File: config.mk
export PLATFORM = sky130hd
export DESIGN_NAME = ex_muldiv_unit_flat
export DESIGN_NICKNAME = d
export VERILOG_FILES = /design/src/rtl/muldiv_pkg.sv /design/src/rtl/ex_muldiv_unit_if.sv /design/src/rtl/muldiv_iter_core.sv /design/src/rtl/ex_muldiv_unit.sv /design/src/flat_wrapper.sv
export SDC_FILE = /design/constraint.sdc
export NUM_CORES = 1
export LEC_CHECK = 0
export CORE_MARGIN = 1.5
export CORE_UTILIZATION = 65
export DETAILED_ROUTE_END_ITERATION = 6
export GPL_ROUTABILITY_DRIVEN = 0
export PLACE_DENSITY = 0.87
export SYNTH_ARGS = -nofsm -noshare
export SYNTH_HDL_FRONTEND = slang
export SYNTH_SLANG_ARGS = --single-unit
File: constraint.sdc
create_clock -name clock -period 6.6 [get_ports clock]
set_clock_uncertainty 0.2 [all_clocks]
set_input_delay 0.99 -clock clock [delete_from_list [all_inputs] [get_ports clock]]
set_output_delay 0.99 -clock clock [all_outputs]
set_load 0.01 [all_outputs]
File: src/rtl/muldiv_pkg.sv
// Shared types and constants for the RV32M execute-stage multiply/divide unit.
package muldiv_pkg;

    localparam int XLEN_DEF = 32;
    localparam int CNT_W    = $clog2(XLEN_DEF);

    typedef enum logic [1:0] {
        IDLE  = 2'd0,
        CALC  = 2'd1,
        FIXUP = 2'd2,
        DONE  = 2'd3
    } md_state_e;

    localparam logic [6:0] OPCODE_OP     = 7'b0110011;
    localparam logic [6:0] FUNCT7_MULDIV = 7'b0000001;

    localparam logic [2:0] F3_MUL    = 3'd0;
    localparam logic [2:0] F3_MULH   = 3'd1;
    localparam logic [2:0] F3_MULHSU = 3'd2;
    localparam logic [2:0] F3_MULHU  = 3'd3;
    localparam logic [2:0] F3_DIV    = 3'd4;
    localparam logic [2:0] F3_DIVU   = 3'd5;
    localparam logic [2:0] F3_REM    = 3'd6;
    localparam logic [2:0] F3_REMU   = 3'd7;

endpackage

File: src/rtl/ex_muldiv_unit_if.sv
// EX-stage bundle between the ID/EX register, the mul/div unit and the EX/MEM result mux.
interface ex_muldiv_unit_if #(
    parameter int XLEN = 32
);
    logic            ex_valid;
    logic            ex_flush;
    logic [6:0]      ex_opcode;
    logic [2:0]      ex_funct3;
    logic [6:0]      ex_funct7;
    logic [XLEN-1:0] ex_rs1_data;
    logic [XLEN-1:0] ex_rs2_data;
    logic [4:0]      ex_rd;
    logic            md_stall;
    logic            md_done;
    logic [XLEN-1:0] md_result;
    logic [4:0]      md_rd;

    modport master (
        output ex_valid, ex_flush, ex_opcode, ex_funct3, ex_funct7,
               ex_rs1_data, ex_rs2_data, ex_rd,
        input  md_stall, md_done, md_result, md_rd
    );

    modport slave (
        input  ex_valid, ex_flush, ex_opcode, ex_funct3, ex_funct7,
               ex_rs1_data, ex_rs2_data, ex_rd,
        output md_stall, md_done, md_result, md_rd
    );
endinterface

File: src/rtl/muldiv_iter_core.sv
// Unsigned iterative datapath: shift-add multiply and restoring divide, one bit per step.
module muldiv_iter_core #(
    parameter int XLEN = 32
) (
    input  logic              clock,
    input  logic              reset,
    input  logic              load_i,
    input  logic              step_i,
    input  logic [XLEN-1:0]   opA_i,
    input  logic [XLEN-1:0]   opB_i,
    output logic [2*XLEN-1:0] product_o,
    output logic [XLEN-1:0]   quotient_o,
    output logic [XLEN-1:0]   remainder_o
);
    logic [2*XLEN-1:0] acc_q, acc_d;
    logic [XLEN:0]     rem_q, rem_d;
    logic [XLEN-1:0]   quo_q, quo_d;
    logic [XLEN-1:0]   opB_q, opB_d;
    logic [XLEN:0]     partial;
    logic [XLEN+1:0]   shifted;
    logic [XLEN:0]     diff;

    // Both engines step together; the top picks whichever result the opcode wants.
    always_comb begin
        acc_d   = acc_q;
        rem_d   = rem_q;
        quo_d   = quo_q;
        opB_d   = opB_q;
        partial = {1'b0, acc_q[2*XLEN-1:XLEN]} + (acc_q[0] ? {1'b0, opB_q} : '0);
        shifted = {rem_q, quo_q[XLEN-1]};
        diff    = shifted[XLEN:0] - {1'b0, opB_q};
        if (load_i) begin
            acc_d = {{XLEN{1'b0}}, opA_i};
            rem_d = '0;
            quo_d = opA_i;
            opB_d = opB_i;
        end else if (step_i) begin
            acc_d = {partial, acc_q[XLEN-1:1]};
            if (shifted >= {2'b00, opB_q}) begin
                rem_d = diff;
                quo_d = {quo_q[XLEN-2:0], 1'b1};
            end else begin
                rem_d = shifted[XLEN:0];
                quo_d = {quo_q[XLEN-2:0], 1'b0};
            end
        end
    end

    always_ff @(posedge clock) begin
        if (reset) begin
            acc_q <= '0;
            rem_q <= '0;
            quo_q <= '0;
            opB_q <= '0;
        end else begin
            acc_q <= acc_d;
            rem_q <= rem_d;
            quo_q <= quo_d;
            opB_q <= opB_d;
        end
    end

    assign product_o   = acc_q;
    assign quotient_o  = quo_q;
    assign remainder_o = rem_q[XLEN-1:0];
endmodule

File: src/rtl/ex_muldiv_unit.sv
// RV32M execute-stage multiply/divide unit: FSM, special cases, sign fixup, stall/done.
// Optional MULDIV_FAST_MUL_EN: single-cycle multiplies, divides stay iterative.
module ex_muldiv_unit
    import muldiv_pkg::*;
#(
    parameter int CORE = 0,
    parameter int XLEN = XLEN_DEF
) (
    input  logic            clock,
    input  logic            reset,
    ex_muldiv_unit_if.slave bus
);
    localparam logic [1:0] ST_IDLE  = IDLE;
    localparam logic [1:0] ST_CALC  = CALC;
    localparam logic [1:0] ST_FIXUP = FIXUP;
    localparam logic [1:0] ST_DONE  = DONE;
    localparam logic [XLEN-1:0] MIN_VAL = {1'b1, {(XLEN-1){1'b0}}};

    if (XLEN != XLEN_DEF || CORE < 0) begin : gBadCfg
        $error("ex_muldiv_unit: counter width is sized for XLEN=32 and CORE must be >= 0");
    end

    logic [1:0]        state_q, state_d;
    logic [CNT_W-1:0]  cnt_q, cnt_d;
    logic [2:0]        funct3_q, funct3_d;
    logic [4:0]        rd_q, rd_d, mdRd_q, mdRd_d;
    logic              negA_q, negA_d, negB_q, negB_d;
    logic [XLEN-1:0]   result_q, result_d;

    logic              start, isDiv, signedA, signedB, negA, negB;
    logic              divByZero, overflow, special, fastPath;
    logic [XLEN-1:0]   rs1, rs2, magA, magB, specialResult, fixResult, fastResult;
    logic [2*XLEN-1:0] product, prodFix;
    logic [XLEN-1:0]   quotient, remainder;

    assign rs1   = bus.ex_rs1_data;
    assign rs2   = bus.ex_rs2_data;
    assign isDiv = bus.ex_funct3[2];
    assign start = bus.ex_valid & ~bus.ex_flush & (bus.ex_opcode == OPCODE_OP)
                 & (bus.ex_funct7 == FUNCT7_MULDIV) & (state_q == ST_IDLE);

    always_comb begin
        signedA = 1'b0;
        signedB = 1'b0;
        case (bus.ex_funct3)
            F3_MULH, F3_DIV, F3_REM: begin
                signedA = 1'b1;
                signedB = 1'b1;
            end
            F3_MULHSU: signedA = 1'b1;
            default: ;
        endcase
    end

    assign negA = signedA & rs1[XLEN-1];
    assign negB = signedB & rs2[XLEN-1];
    assign magA = negA ? -rs1 : rs1;
    assign magB = negB ? -rs2 : rs2;

    // funct3[1] separates REM* from DIV* for both special-case results.
    assign divByZero     = isDiv & (rs2 == '0);
    assign overflow      = isDiv & ~bus.ex_funct3[0] & (rs1 == MIN_VAL) & (rs2 == '1);
    assign special       = divByZero | overflow;
    assign specialResult = divByZero ? (bus.ex_funct3[1] ? rs1 : '1)
                                     : (bus.ex_funct3[1] ? '0 : MIN_VAL);

`ifdef MULDIV_FAST_MUL_EN
    logic signed [XLEN:0]     fastA, fastB;
    logic signed [2*XLEN+1:0] fastProd;
    assign fastA      = {signedA & rs1[XLEN-1], rs1};
    assign fastB      = {signedB & rs2[XLEN-1], rs2};
    assign fastProd   = fastA * fastB;
    assign fastPath   = ~isDiv;
    assign fastResult = (bus.ex_funct3 == F3_MUL) ? fastProd[XLEN-1:0] : fastProd[2*XLEN-1:XLEN];
`else
    assign fastPath   = 1'b0;
    assign fastResult = '0;
`endif

    muldiv_iter_core #(.XLEN(XLEN)) uIterCore (
        .clock       (clock),
        .reset       (reset),
        .load_i      (start & ~special & ~fastPath),
        .step_i      (state_q == ST_CALC),
        .opA_i       (magA),
        .opB_i       (magB),
        .product_o   (product),
        .quotient_o  (quotient),
        .remainder_o (remainder)
    );

    assign prodFix = (negA_q ^ negB_q) ? -product : product;

    always_comb begin
        case (funct3_q)
            F3_MUL:                      fixResult = prodFix[XLEN-1:0];
            F3_MULH, F3_MULHSU, F3_MULHU: fixResult = prodFix[2*XLEN-1:XLEN];
            F3_DIV, F3_DIVU:             fixResult = (negA_q ^ negB_q) ? -quotient : quotient;
            default:                     fixResult = negA_q ? -remainder : remainder;
        endcase
    end

    // A flush kills whatever is in flight, including a result about to be published.
    always_comb begin
        state_d  = state_q;
        cnt_d    = cnt_q;
        funct3_d = funct3_q;
        rd_d     = rd_q;
        negA_d   = negA_q;
        negB_d   = negB_q;
        result_d = result_q;
        mdRd_d   = mdRd_q;
        case (state_q)
            ST_IDLE: begin
                if (start) begin
                    funct3_d = bus.ex_funct3;
                    rd_d     = bus.ex_rd;
                    negA_d   = negA;
                    negB_d   = negB;
                    cnt_d    = '0;
                    if (special) begin
                        state_d  = ST_DONE;
                        result_d = specialResult;
                        mdRd_d   = bus.ex_rd;
                    end else if (fastPath) begin
                        state_d  = ST_DONE;
                        result_d = fastResult;
                        mdRd_d   = bus.ex_rd;
                    end else begin
                        state_d = ST_CALC;
                    end
                end
            end
            ST_CALC: begin
                cnt_d = cnt_q + CNT_W'(1);
                if (cnt_q == CNT_W'(XLEN-1)) state_d = ST_FIXUP;
            end
            ST_FIXUP: begin
                state_d  = ST_DONE;
                result_d = fixResult;
                mdRd_d   = rd_q;
            end
            default: state_d = ST_IDLE;
        endcase
        if (bus.ex_flush) begin
            state_d  = ST_IDLE;
            result_d = result_q;
            mdRd_d   = mdRd_q;
        end
    end

    always_ff @(posedge clock) begin
        if (reset) begin
            state_q  <= ST_IDLE;
            cnt_q    <= '0;
            funct3_q <= '0;
            rd_q     <= '0;
            negA_q   <= 1'b0;
            negB_q   <= 1'b0;
            result_q <= '0;
            mdRd_q   <= '0;
        end else begin
            state_q  <= state_d;
            cnt_q    <= cnt_d;
            funct3_q <= funct3_d;
            rd_q     <= rd_d;
            negA_q   <= negA_d;
            negB_q   <= negB_d;
            result_q <= result_d;
            mdRd_q   <= mdRd_d;
        end
    end

    assign bus.md_stall  = ~reset & ((state_q == ST_CALC) | (state_q == ST_FIXUP) | start);
    assign bus.md_done   = (state_q == ST_DONE);
    assign bus.md_result = result_q;
    assign bus.md_rd     = mdRd_q;
endmodule
File: src/flat_wrapper.sv
// flat-port wrapper written by rule: the top's interface ports become plain ports
module ex_muldiv_unit_flat import muldiv_pkg::*;
#(
    parameter int CORE = 0,
    parameter int XLEN = XLEN_DEF
)
  (clock, reset, bus_ex_valid, bus_ex_flush, bus_ex_opcode, bus_ex_funct3, bus_ex_funct7, bus_ex_rs1_data, bus_ex_rs2_data, bus_ex_rd, bus_md_stall, bus_md_done, bus_md_result, bus_md_rd);
  ex_muldiv_unit_if #(.XLEN(XLEN)) bus_i ();
  input  logic clock;
  input  logic reset;
  input wire logic [$bits(bus_i.ex_valid)-1:0] bus_ex_valid;
  input wire logic [$bits(bus_i.ex_flush)-1:0] bus_ex_flush;
  input wire logic [$bits(bus_i.ex_opcode)-1:0] bus_ex_opcode;
  input wire logic [$bits(bus_i.ex_funct3)-1:0] bus_ex_funct3;
  input wire logic [$bits(bus_i.ex_funct7)-1:0] bus_ex_funct7;
  input wire logic [$bits(bus_i.ex_rs1_data)-1:0] bus_ex_rs1_data;
  input wire logic [$bits(bus_i.ex_rs2_data)-1:0] bus_ex_rs2_data;
  input wire logic [$bits(bus_i.ex_rd)-1:0] bus_ex_rd;
  output wire logic [$bits(bus_i.md_stall)-1:0] bus_md_stall;
  output wire logic [$bits(bus_i.md_done)-1:0] bus_md_done;
  output wire logic [$bits(bus_i.md_result)-1:0] bus_md_result;
  output wire logic [$bits(bus_i.md_rd)-1:0] bus_md_rd;
  assign bus_i.ex_valid = bus_ex_valid;
  assign bus_i.ex_flush = bus_ex_flush;
  assign bus_i.ex_opcode = bus_ex_opcode;
  assign bus_i.ex_funct3 = bus_ex_funct3;
  assign bus_i.ex_funct7 = bus_ex_funct7;
  assign bus_i.ex_rs1_data = bus_ex_rs1_data;
  assign bus_i.ex_rs2_data = bus_ex_rs2_data;
  assign bus_i.ex_rd = bus_ex_rd;
  assign bus_md_stall = bus_i.md_stall;
  assign bus_md_done = bus_i.md_done;
  assign bus_md_result = bus_i.md_result;
  assign bus_md_rd = bus_i.md_rd;
  ex_muldiv_unit #(.CORE(CORE), .XLEN(XLEN)) u_core (.clock(clock), .reset(reset), .bus(bus_i));
endmodule
==> flow_summary_export.csv, run 1 <==
group,metric,value,unit
grt,antenna_found_initial,3,
die,die_h,167,um
grt,first_global_vias,17300,
placement,port_buffers,128,
cells_and_area,diodes,0,
routing,drt-pass1-iter-count,7,
worst_setup_path,cp_num_buf_inv,2,
worst_setup_path,r2r_cells,13,
routing,totalWireLength,59800,um
routing,wl_met1,22900,um
sta,worst_pin_slew,1.16,ns
die,initial_utilization,0.666,
worst_setup_path,crit_required,6.87,ns
worst_setup_path,max_stage_delay,0.73,ns
sta,fin_crit,4.79,ns
cts,clock-sinks,215,
grt,grt_max_degree,88,
synthesis,yosys.cell_types.count,76,
synthesis,synth_nets,2499,
worst_setup_path,crit_cells,10,
synthesis,ys_ff_latch,215,
synthesis,synth_top_area_share,0.247,
cts,post-cts-setup-buffers,0,
worst_setup_path,reg2reg_from,"u_core.uIterCore.quotient_o[31]",
synthesis,ys.flop_type,"dfxtp_1",
worst_setup_path,crit_type,"in2reg",
sta,max_freq,209,MHz
cts,cts-root-buf,"clkbuf_16",
worst_setup_path,crit_path_end,"u_core.bus.md_result[30]",
worst_setup_path,regToRegSetupSlack,2.18,ns
synthesis,netlist_area,17500,um^2
sta,finalCritPeriodShare,0.726,
grt,grt_usage,0.414,
cts,cts_made_buffers,25,
synthesis,synth_top_cell_by_area,"dfxtp_1",
synthesis,synth_warnings,0,
routing,top_layer,"met5",
sta,drv_slew,0,
routing,met3_length,8130,um
routing,ant_nets,0,
cts,clkSlewWorstSetupHoldPaths,0.06,ns
placement,dpl.hpwl,44200,um
run,drv_cap,0,
worst_setup_path,arrival,5.06,ns
worst_setup_path,end_kind,"register",
cells_and_area,finalNetCount,2514,
worst_setup_path,rr_endpoint,"u_core.uIterCore.rem_q[29]",
die,row_count,59,
placement,post_dp_cell_area,18700,um^2
power,power.leakage,7.01,nW
synthesis,yosysSeqAreaShare,0.247,
worst_setup_path,worstPathMaxFanout,34,
routing,post_drt_wl_per_cell,22.2,um
outcome,violations,"DRC",
synthesis,synthTopCellsByArea,"dfxtp_1 (25%), a21oi_1 (5.9%), mux2i_1 (5.8%)",
cells_and_area,final_util,0.745,
die,io-pin-count,129,
cts,htree_levels,1,
power,ir_drop,0.000181,V
die,core_area,26200,um^2
die,chipWidth,167,um
routing,wl_met2,25700,um
routing,vias_per_cell,7.07,
worst_setup_path,crit_path_start,"bus_ex_rs2_data[2]",
cts,clk_latency,0.56,ns
outcome,status,"finished, violations left",
cells_and_area,final_common_cell,"nor2_1",
cts,cts_tree,"built",
power,powerDensity,148,nW/um^2
sta,maxSlewHeadroom,0.220,
routing,drc,7,
sta,tns,0,ns
worst_hold_path,hold_path.class,"reg2reg",
cells_and_area,area_growth,11.9,%
cts,cts_max_path_buffers,3,
synthesis,syn-instance-count,2330,
cts,ctsResizeCount,0,
routing,first_iter_violations,3068,
sta,setup_viol,0,
synthesis,synth-edff-count,0,
grt,grt.overflow.total,0,
worst_setup_path,startpoint_type,"primary input",
cts,ctsHoldBuffers,0,
sta,rsz0062_at_grt,"false",
routing,route.vias.total,19100,
grt,grt_pass1_wl,92900,um
worst_setup_path,path_delay_family,"simple AND/OR/NAND/NOR gates",
worst_setup_path,cpMaxStageDelayCell,"or4_1",
cells_and_area,final_cell_mix,"nor2_1 (263), dfxtp_1 (215), a21oi_1 (206)",
synthesis,async_reset_ff_frac,0,
sta,hold_violations,0,
synthesis,postSynthAreaPerCell,7.49,um^2
cells_and_area,design_area,19500,um^2
worst_setup_path,crit_path_cell_trace,"clkdlybuf4s50_1 -> or3_1 -> or3b_1 -> or4_1 -> o32ai_4 -> a2bb2oi_2 -> nor2_4 -> buf_4 -> nor2_1 -> a311oi_1",
die,die_area,27800,um^2
cells_and_area,layout-drive-gt1-share,0.0335,
-- registers in the layout (all words and copies together), names as in the netlist --
| name | count |
|---|---|
| u_core.bus.md_rd | 5 |
| u_core.bus.md_result | 32 |
| u_core.cnt_q | 5 |
| u_core.funct3_q | 3 |
| u_core.negA_q | 1 |
| u_core.negB_q | 1 |
| u_core.rd_q | 5 |
| u_core.state_q | 2 |
| u_core.uIterCore.opB_q | 32 |
| u_core.uIterCore.product_o | 64 |
| u_core.uIterCore.quotient_o | 32 |
| u_core.uIterCore.rem_q | 33 |
-- power breakdown --
group | switching [mW] | internal [mW] | leakage, nW | total (mW)
logic | 0.121 | 0.0883 | 4.90 | 0.209
registers | 0.0000341 | 1.30 | 1.73 | 1.30
clock network | 0.587 | 0.804 | 0.379 | 1.39
-- cells in the mapped netlist, types with 5 or more instances --
| master | count |
|---|---|
| o31ai_1 | 34 |
| nor4_1 | 34 |
| o21a_1 | 10 |
| a22oi_1 | 6 |
| a311oi_1 | 16 |
| or4_1 | 18 |
| or2_2 | 9 |
| a21o_1 | 30 |
| and3_1 | 16 |
| a221oi_1 | 12 |
| nand2_1 | 166 |
| buf_1 | 13 |
| o31a_1 | 8 |
| o211ai_1 | 18 |
| dfxtp_1 | 215 |
| xnor2_1 | 103 |
| a21boi_0 | 52 |
| nor3_1 | 50 |
| nand4_1 | 33 |
| and2_1 | 9 |
| a21oi_1 | 206 |
| nor2b_1 | 6 |
| a2111oi_0 | 5 |
| nand2b_1 | 14 |
| o22ai_1 | 19 |
| xor2_1 | 115 |
| or3_1 | 20 |
| nand3_1 | 31 |
| o21ai_0 | 183 |
| a211oi_1 | 55 |
| a31oi_1 | 40 |
| ha_1 | 77 |
| o221ai_1 | 9 |
| o21bai_1 | 11 |
| a211o_1 | 7 |
| inv_1 | 75 |
| clkbuf_1 | 132 |
| mux2i_1 | 101 |
| nor2_1 | 264 |
| buf_2 | 12 |
| o41ai_1 | 25 |
| a41oi_1 | 8 |
-- through the flow --
| step | power [mW] | hold slack (ns) | instances | setup slack (ns) |
|---|---|---|---|---|
| after floorplan | 1.42 | 0.232 | 2330 | 2.67 |
| after global placement | 1.52 | 0.238 | 2653 | 1.45 |
| after detailed placement | 1.53 | 0.245 | 2653 | 1.37 |
| after CTS | 2.88 | 0.253 | 2696 | 1.82 |
| after global routing | 2.95 | 0.286 | 2696 | 1.63 |
| final | 2.90 | 0.253 | 2696 | 1.81 |
-- layer usage --
metal | track usage | up-vias
met2 | 0.646 | 1454
li1 | - | 8567
met1 | 0.542 | 8733
met5 | 0 | -
met3 | 0.104 | 299
met4 | 0.176 | 6
-- how the worst min path moves through the flow --
stage                     slack [ns]      startpoint              to  cells after the start
after detailed placement        0.24  u_core.rd_q[3]  u_core.rd_q[3]                      2
final                           0.25  u_core.rd_q[3]  u_core.rd_q[3]                      2
after floorplan                 0.23  u_core.rd_q[0]  u_core.rd_q[0]                      2
after global placement          0.24  u_core.rd_q[4]  u_core.rd_q[4]                      2
after global routing            0.29  u_core.rd_q[0]  u_core.rd_q[0]                      2
after CTS                       0.25  u_core.rd_q[3]  u_core.rd_q[3]                      2
-- final cells by class --
class / count / area, um^2
multi-input combinational: 1881 / 12300
fill: 1991 / 6680
sequential: 215 / 4300
timing repair buffer: 146 / 1410
clock buffer: 36 / 687
tap: 335 / 419
inverter: 76 / 285
clock inverter: 7 / 109
-- cells by family (layout without fill, tap and decap cells) --
logic type,count (synthesis),count (layout),share of synthesized area
AOI/OAI and AO/OA,781,781,0.287
and+or+nand+nor,702,702,0.190
muxes,101,101,0.0579
DFF,215,215,0.247
adders and majority gates,79,79,0.0575
buffers and inverters,234,265,0.0514
xor gates and xnor gates,218,218,0.109
-- worst register-to-register path, delay by kind of cell, from the launching register on --
kind	cells	cell delay, ns
adders and majority gates	2	0.63
DFF	1	0.43
AOI/OAI and AO/OA	8	2.53
and+or+nand+nor	1	0.23
buffers and inverters	2	0.30
No activity file was read; power rests on OpenSTA's default activity.
==> inputs of run 2 (changes only) <==
--- a/config.mk
+++ b/config.mk
@@ -6,10 +6,10 @@
 export NUM_CORES = 1
 export LEC_CHECK = 0
 export CORE_MARGIN = 1.5
-export CORE_UTILIZATION = 65
+export CORE_UTILIZATION = 61
 export DETAILED_ROUTE_END_ITERATION = 6
 export GPL_ROUTABILITY_DRIVEN = 0
-export PLACE_DENSITY = 0.87
+export PLACE_DENSITY = 0.83
 export SYNTH_ARGS = -nofsm -noshare
 export SYNTH_HDL_FRONTEND = slang
 export SYNTH_SLANG_ARGS = --single-unit
==> constraint.sdc (replaced) <==
create_clock -name clock -period 4.81 [get_ports clock]
set_clock_uncertainty 0.2 [all_clocks]
set_input_delay 0.7215 -clock clock [delete_from_list [all_inputs] [get_ports clock]]
set_output_delay 0.7215 -clock clock [all_outputs]
set_load 0.01 [all_outputs]
==> run 2 against run 1 <==
  * The flow still finishes with violations (DRC)
  * Sequential share of layout area down 0.38 points
  * Critical path depth shrank 1
  * Sequential power increased by 37%
  * Clock power increased by 58%
==> flow_summary_export.csv, run 2 (synthesis gave the netlist of run 1 again) <==
group,metric,value,unit
cells_and_area,final_common_cell,"nor2_1",
grt,antenna_found_initial,2,
power,power.leakage,7.18,nW
grt,grt_busiest_layer,"met2",
grt,met2_usage,0.615,
cts,clkSlewWorstSetupHoldPaths,0.07,ns
routing,first_iter_violations,2733,
worst_setup_path,crit_required,5.06,ns
power,pwr-share-comb,0.066,
cells_and_area,area_growth,13.9,%
routing,vias_per_cell,6.95,
cells_and_area,diodes,0,
die,core_area,27900,um^2
routing,route.vias.total,19200,
grt,grt_usage,0.401,
grt,grt_pass1_wl,93300,um
power,switching_share,0.231,
sta,rsz0062_at_grt,"false",
cts,ctsResizeCount,0,
run,drv_cap,0,
cts,ctsHoldBuffers,0,
cts,cts-root-buf,"clkbuf_16",
grt,gr-usage-met1,0.528,
sta,worst_pin_slew,1.03,ns
power,p_total,4.25,mW
sta,finalCritPeriodShare,0.904,
sta,maxSlewHeadroom,0.304,
placement,port_buffers,128,
cells_and_area,final_cell_mix,"nor2_1 (263), dfxtp_1 (215), a21oi_1 (206)",
sta,setup_viol,0,
power,p_int,3.27,mW
routing,post_drt_wl_per_cell,22.0,um
cells_and_area,finalNetCount,2530,
die,io-pin-count,129,
cts,cts_max_path_buffers,3,
routing,drc,3,
worst_setup_path,regToRegSetupSlack,0.46,ns
power,p_clk_frac,0.515,
routing,totalWireLength,60600,um
cts,clk_latency,0.54,ns
sta,max_freq,230,MHz
die,row_count,61,
sta,drv_slew,0,
worst_setup_path,end_kind,"register",
worst_setup_path,crit_type,"reg2reg",
power,powerDensity,214,nW/um^2
cts,cts_tree,"built",
cts,htree_levels,1,
outcome,violations,"DRC",
power,p_switching,0.982,mW
die,die_h,172,um
die,chipWidth,172,um
placement,dpl.hpwl,45200,um
power,ir_drop,0.000217,V
cts,post-cts-setup-buffers,0,
die,initial_utilization,0.625,
cts,cts_made_buffers,25,
routing,ant_nets,0,
grt,first_global_vias,17300,
worst_setup_path,arrival,4.60,ns
cts,clock-sinks,215,
outcome,status,"finished, violations left",
grt,use_met3,0.112,
grt,grt.overflow.total,0,
die,die_area,29600,um^2
cells_and_area,largest_reg_flops,64,
worst_hold_path,hold_path.class,"reg2reg",
routing,drt-pass1-iter-count,7,
sta,hold_violations,0,
worst_setup_path,startpoint_type,"register",
cells_and_area,layout-drive-gt1-share,0.0441,
power,power_frac_seq,0.419,
grt,grt_max_degree,92,
sta,tns,0,ns
worst_setup_path,worstPathMaxFanout,16,
sta,fin_crit,4.35,ns
==> run 2: final timing paths <==
path                                        from                  endpoint  cells past startpoint
setup reg to reg  u_core.uIterCore.product_o[16]  u_core.bus.md_result[20]                      9
hold / removal                    u_core.rd_q[0]            u_core.rd_q[0]                      2
hold reg to reg                   u_core.rd_q[0]            u_core.rd_q[0]                      2
setup / recovery  u_core.uIterCore.product_o[16]  u_core.bus.md_result[20]                      9
==> run 2: layout make-up <==
cell class / instances / area (um^2)
Inverter: 76 / 285
Fill cell: 2223 / 8070
Multi-Input combinational cell: 1881 / 12300
Sequential cell: 215 / 4300
Clock buffer: 28 / 657
Tap cell: 378 / 473
Timing Repair Buffer: 162 / 1560
Clock inverter: 17 / 278
==> run 2: power by group through the flow <==
stage	Sequential, mW	Combinational, mW	Clock [mW]
after global routing	1.78	0.294	2.24
after detailed placement	1.82	0.268	0
final	1.78	0.279	2.19
after floorplan	1.82	0.123	0
after global placement	1.82	0.264	0
after CTS	1.78	0.270	2.18
==> run 2: critical path, stage by stage (launching register included) <==
cell and delay, ns:
dfxtp_1 0.38, nor4_1 0.50, nor4b_1 0.74, and3_1 0.42, nand2_1 0.41, o41ai_1 0.53, xor2_1 0.26, o21ai_0 0.39
nand2_1 0.14, a311oi_1 0.28
==> run 2: layer usage <==
layer / routed length [um] / vias up
met5: 13 / -
li1: - / 8634
met1: 23500 / 8889
met3: 8310 / 281
met2: 25700 / 1366
met4: 3050 / 2
==> run 2: per-stage QoR <==
step                      cell area [um^2]  setup WS, ns  hold slack, ns  instances  utilization
final                                19900         0.460           0.260       2757        0.711
after global routing                 19900         0.260           0.280       2757        0.711
after CTS                            19900         0.666           0.260       2757        0.711
after detailed placement             18900         0.361           0.251       2712        0.678
after global placement               18900         0.448           0.237       2712        0.678
after floorplan                      17500          1.15           0.232       2330            -
==> edit (flow settings as in run 2) <==
`opB_q` no longer has a reset.
--- a/src/rtl/muldiv_iter_core.sv
+++ b/src/rtl/muldiv_iter_core.sv
@@ -51,13 +51,15 @@
             acc_q <= '0;
             rem_q <= '0;
             quo_q <= '0;
-            opB_q <= '0;
         end else begin
             acc_q <= acc_d;
             rem_q <= rem_d;
             quo_q <= quo_d;
-            opB_q <= opB_d;
         end
+    end
+
+    always_ff @(posedge clock) begin
+        opB_q <= opB_d;
     end
 
     assign product_o   = acc_q;
Formal check against the unedited RTL: no difference found for any inputs over 4 cycles, from zero or initial values and one cycle with reset high; that may be too few to reach the edited logic, so the function may still have changed.
==> edit against run 2 <==
  * Count of clock-buffer cells in the layout increased by 5
  * Worst setup slack improved by 160 ps
  * Sequential cell count unchanged
  * Sequential power increased by 3%
  * Cell area about the same
  * Power increased by 0.24%
  * Sequential share of layout area increased by 1.6 points
  * Wire length decreased by 2.3%
  * Synthesized area decreased by 1.1%
==> edit: results (changes against run 2) <==
metric	value	unit	change
r2r_cells	14		+5
antenna_found_initial	0		-2
drive_gt1_share	5.73	%	+1.3 points
synthDistinctLibCells	85		+12%
m1WireLength	22300	um	-5.0%
gr-usage-met1	49.5	%	-3.3 points
multi_input_comb_area	11900	um^2	-3.5%
use_met3	9.34	%	-1.9 points
vias	18300		-4.5%
buf_share	8.48	%	+0.63 points
p_int	0.00326	W	about the same
detailed_place_hpwl	43900	um	-2.7%
drt-initial-drc-count	2908		+6.4%
min-delay-start	u_core.rd_q[1]		
cp_top_family	compound AO/OA/AOI/OAI gates		
seqCellArea	4620	um^2	+7.4%
globalRouteTotalUtil	39.3	%	-0.85 points
ys_warn_count	0		unchanged
ir_drop	264	uV	+22%
avgRoutedWirePerCell	22.1	um	+0.46%
pwr-share-seq	42.9	%	+1.0 points
yosys-top-cells-count	215 x nor2_1, 213 x a21oi_1, 183 x dfxtp_1		
num-fill-cells	2163		-2.7%
inverters	74		-2.6%
clk_latency	560	ps	+20 ps
synth_nets	2380		-4.8%
synthTopCellsByArea	dfxtp_1 21%, xnor2_1 6.7%, mux2i_1 6.5%		
critPathLaunch	u_core.uIterCore.quotient_o[31]		
dr.max_layer_used	met4		
synth_edf_count	32		+32
dr_wl_met2	25900	um	+0.92%
signal_buffers	179		+10%
path_max_fanout	39		+23
grt_pass1_vias	16500		-4.7%
final-clk-cell-share	4.65	%	-0.049 points
worst_path_max_delay_cell	o311ai_0		
nNetsFinal	2451		-3.1%
status	finished, final reports clean		
r2r_slack	620	ps	+160 ps
worst_slew_pin_slew	976	ps	-56.9 ps
cp.arrival	4450	ps	-150 ps
holdPathEnd	u_core.rd_q[1]		
slowest_delay	800	ps	+60 ps
grt_pass1_wl	90100	um	-3.5%
crit_end	u_core.uIterCore.rem_q[29]		
leakagePower	7.32	nW	+2.0%
place_ws	326	ps	-34.9 ps
diodes	1		+1
grt_max_degree	89		-3.3%
pg_comb	0.000285	W	+2%
numCtsBuffers	26		+4.0%
route.met3.wl	6720	um	-19%
synth_seq_area_share	26.8	%	+2.1 points
gr-usage-met2	61.3	%	-0.19 points
edit: logic make-up (layout without fill, tap and decap cells):
group                      after synthesis  after routing  synth area share (%)
AOI/OAI and AO/OA                      711            711                  26.1
xor gates and xnor gates               229            229                  11.6
adders and majority gates               79             79                  5.81
buffers and inverters                  210            301                  4.64
DFF                                    215            215                  26.8
muxes                                  113            113                  6.56
other                                    0              1                     0
and+or+nand+nor                        654            654                  18.5
edit: metrics by stage:
step | hold WS (ps) | util [%] | cell area, um^2 | cells | power [W]
4_1_cts | 257 | 71.3 | 19900 | 2680 | 0.00424
3_3_place_gp | 237 | 68.0 | 18900 | 2632 | 0.00214
2_1_floorplan | 232 | - | 17300 | 2211 | 0.00199
6_report | 256 | 71.3 | 19900 | 2681 | 0.00426
5_1_grt | 277 | 71.3 | 19900 | 2680 | 0.00434
3_5_place_dp | 250 | 68.0 | 18900 | 2632 | 0.00214
edit: tightest hold or removal path, cell delays in order (launching register included):
cell	delay, ps
dfxtp_1	310
nand2_1	50
a21oi_1	50
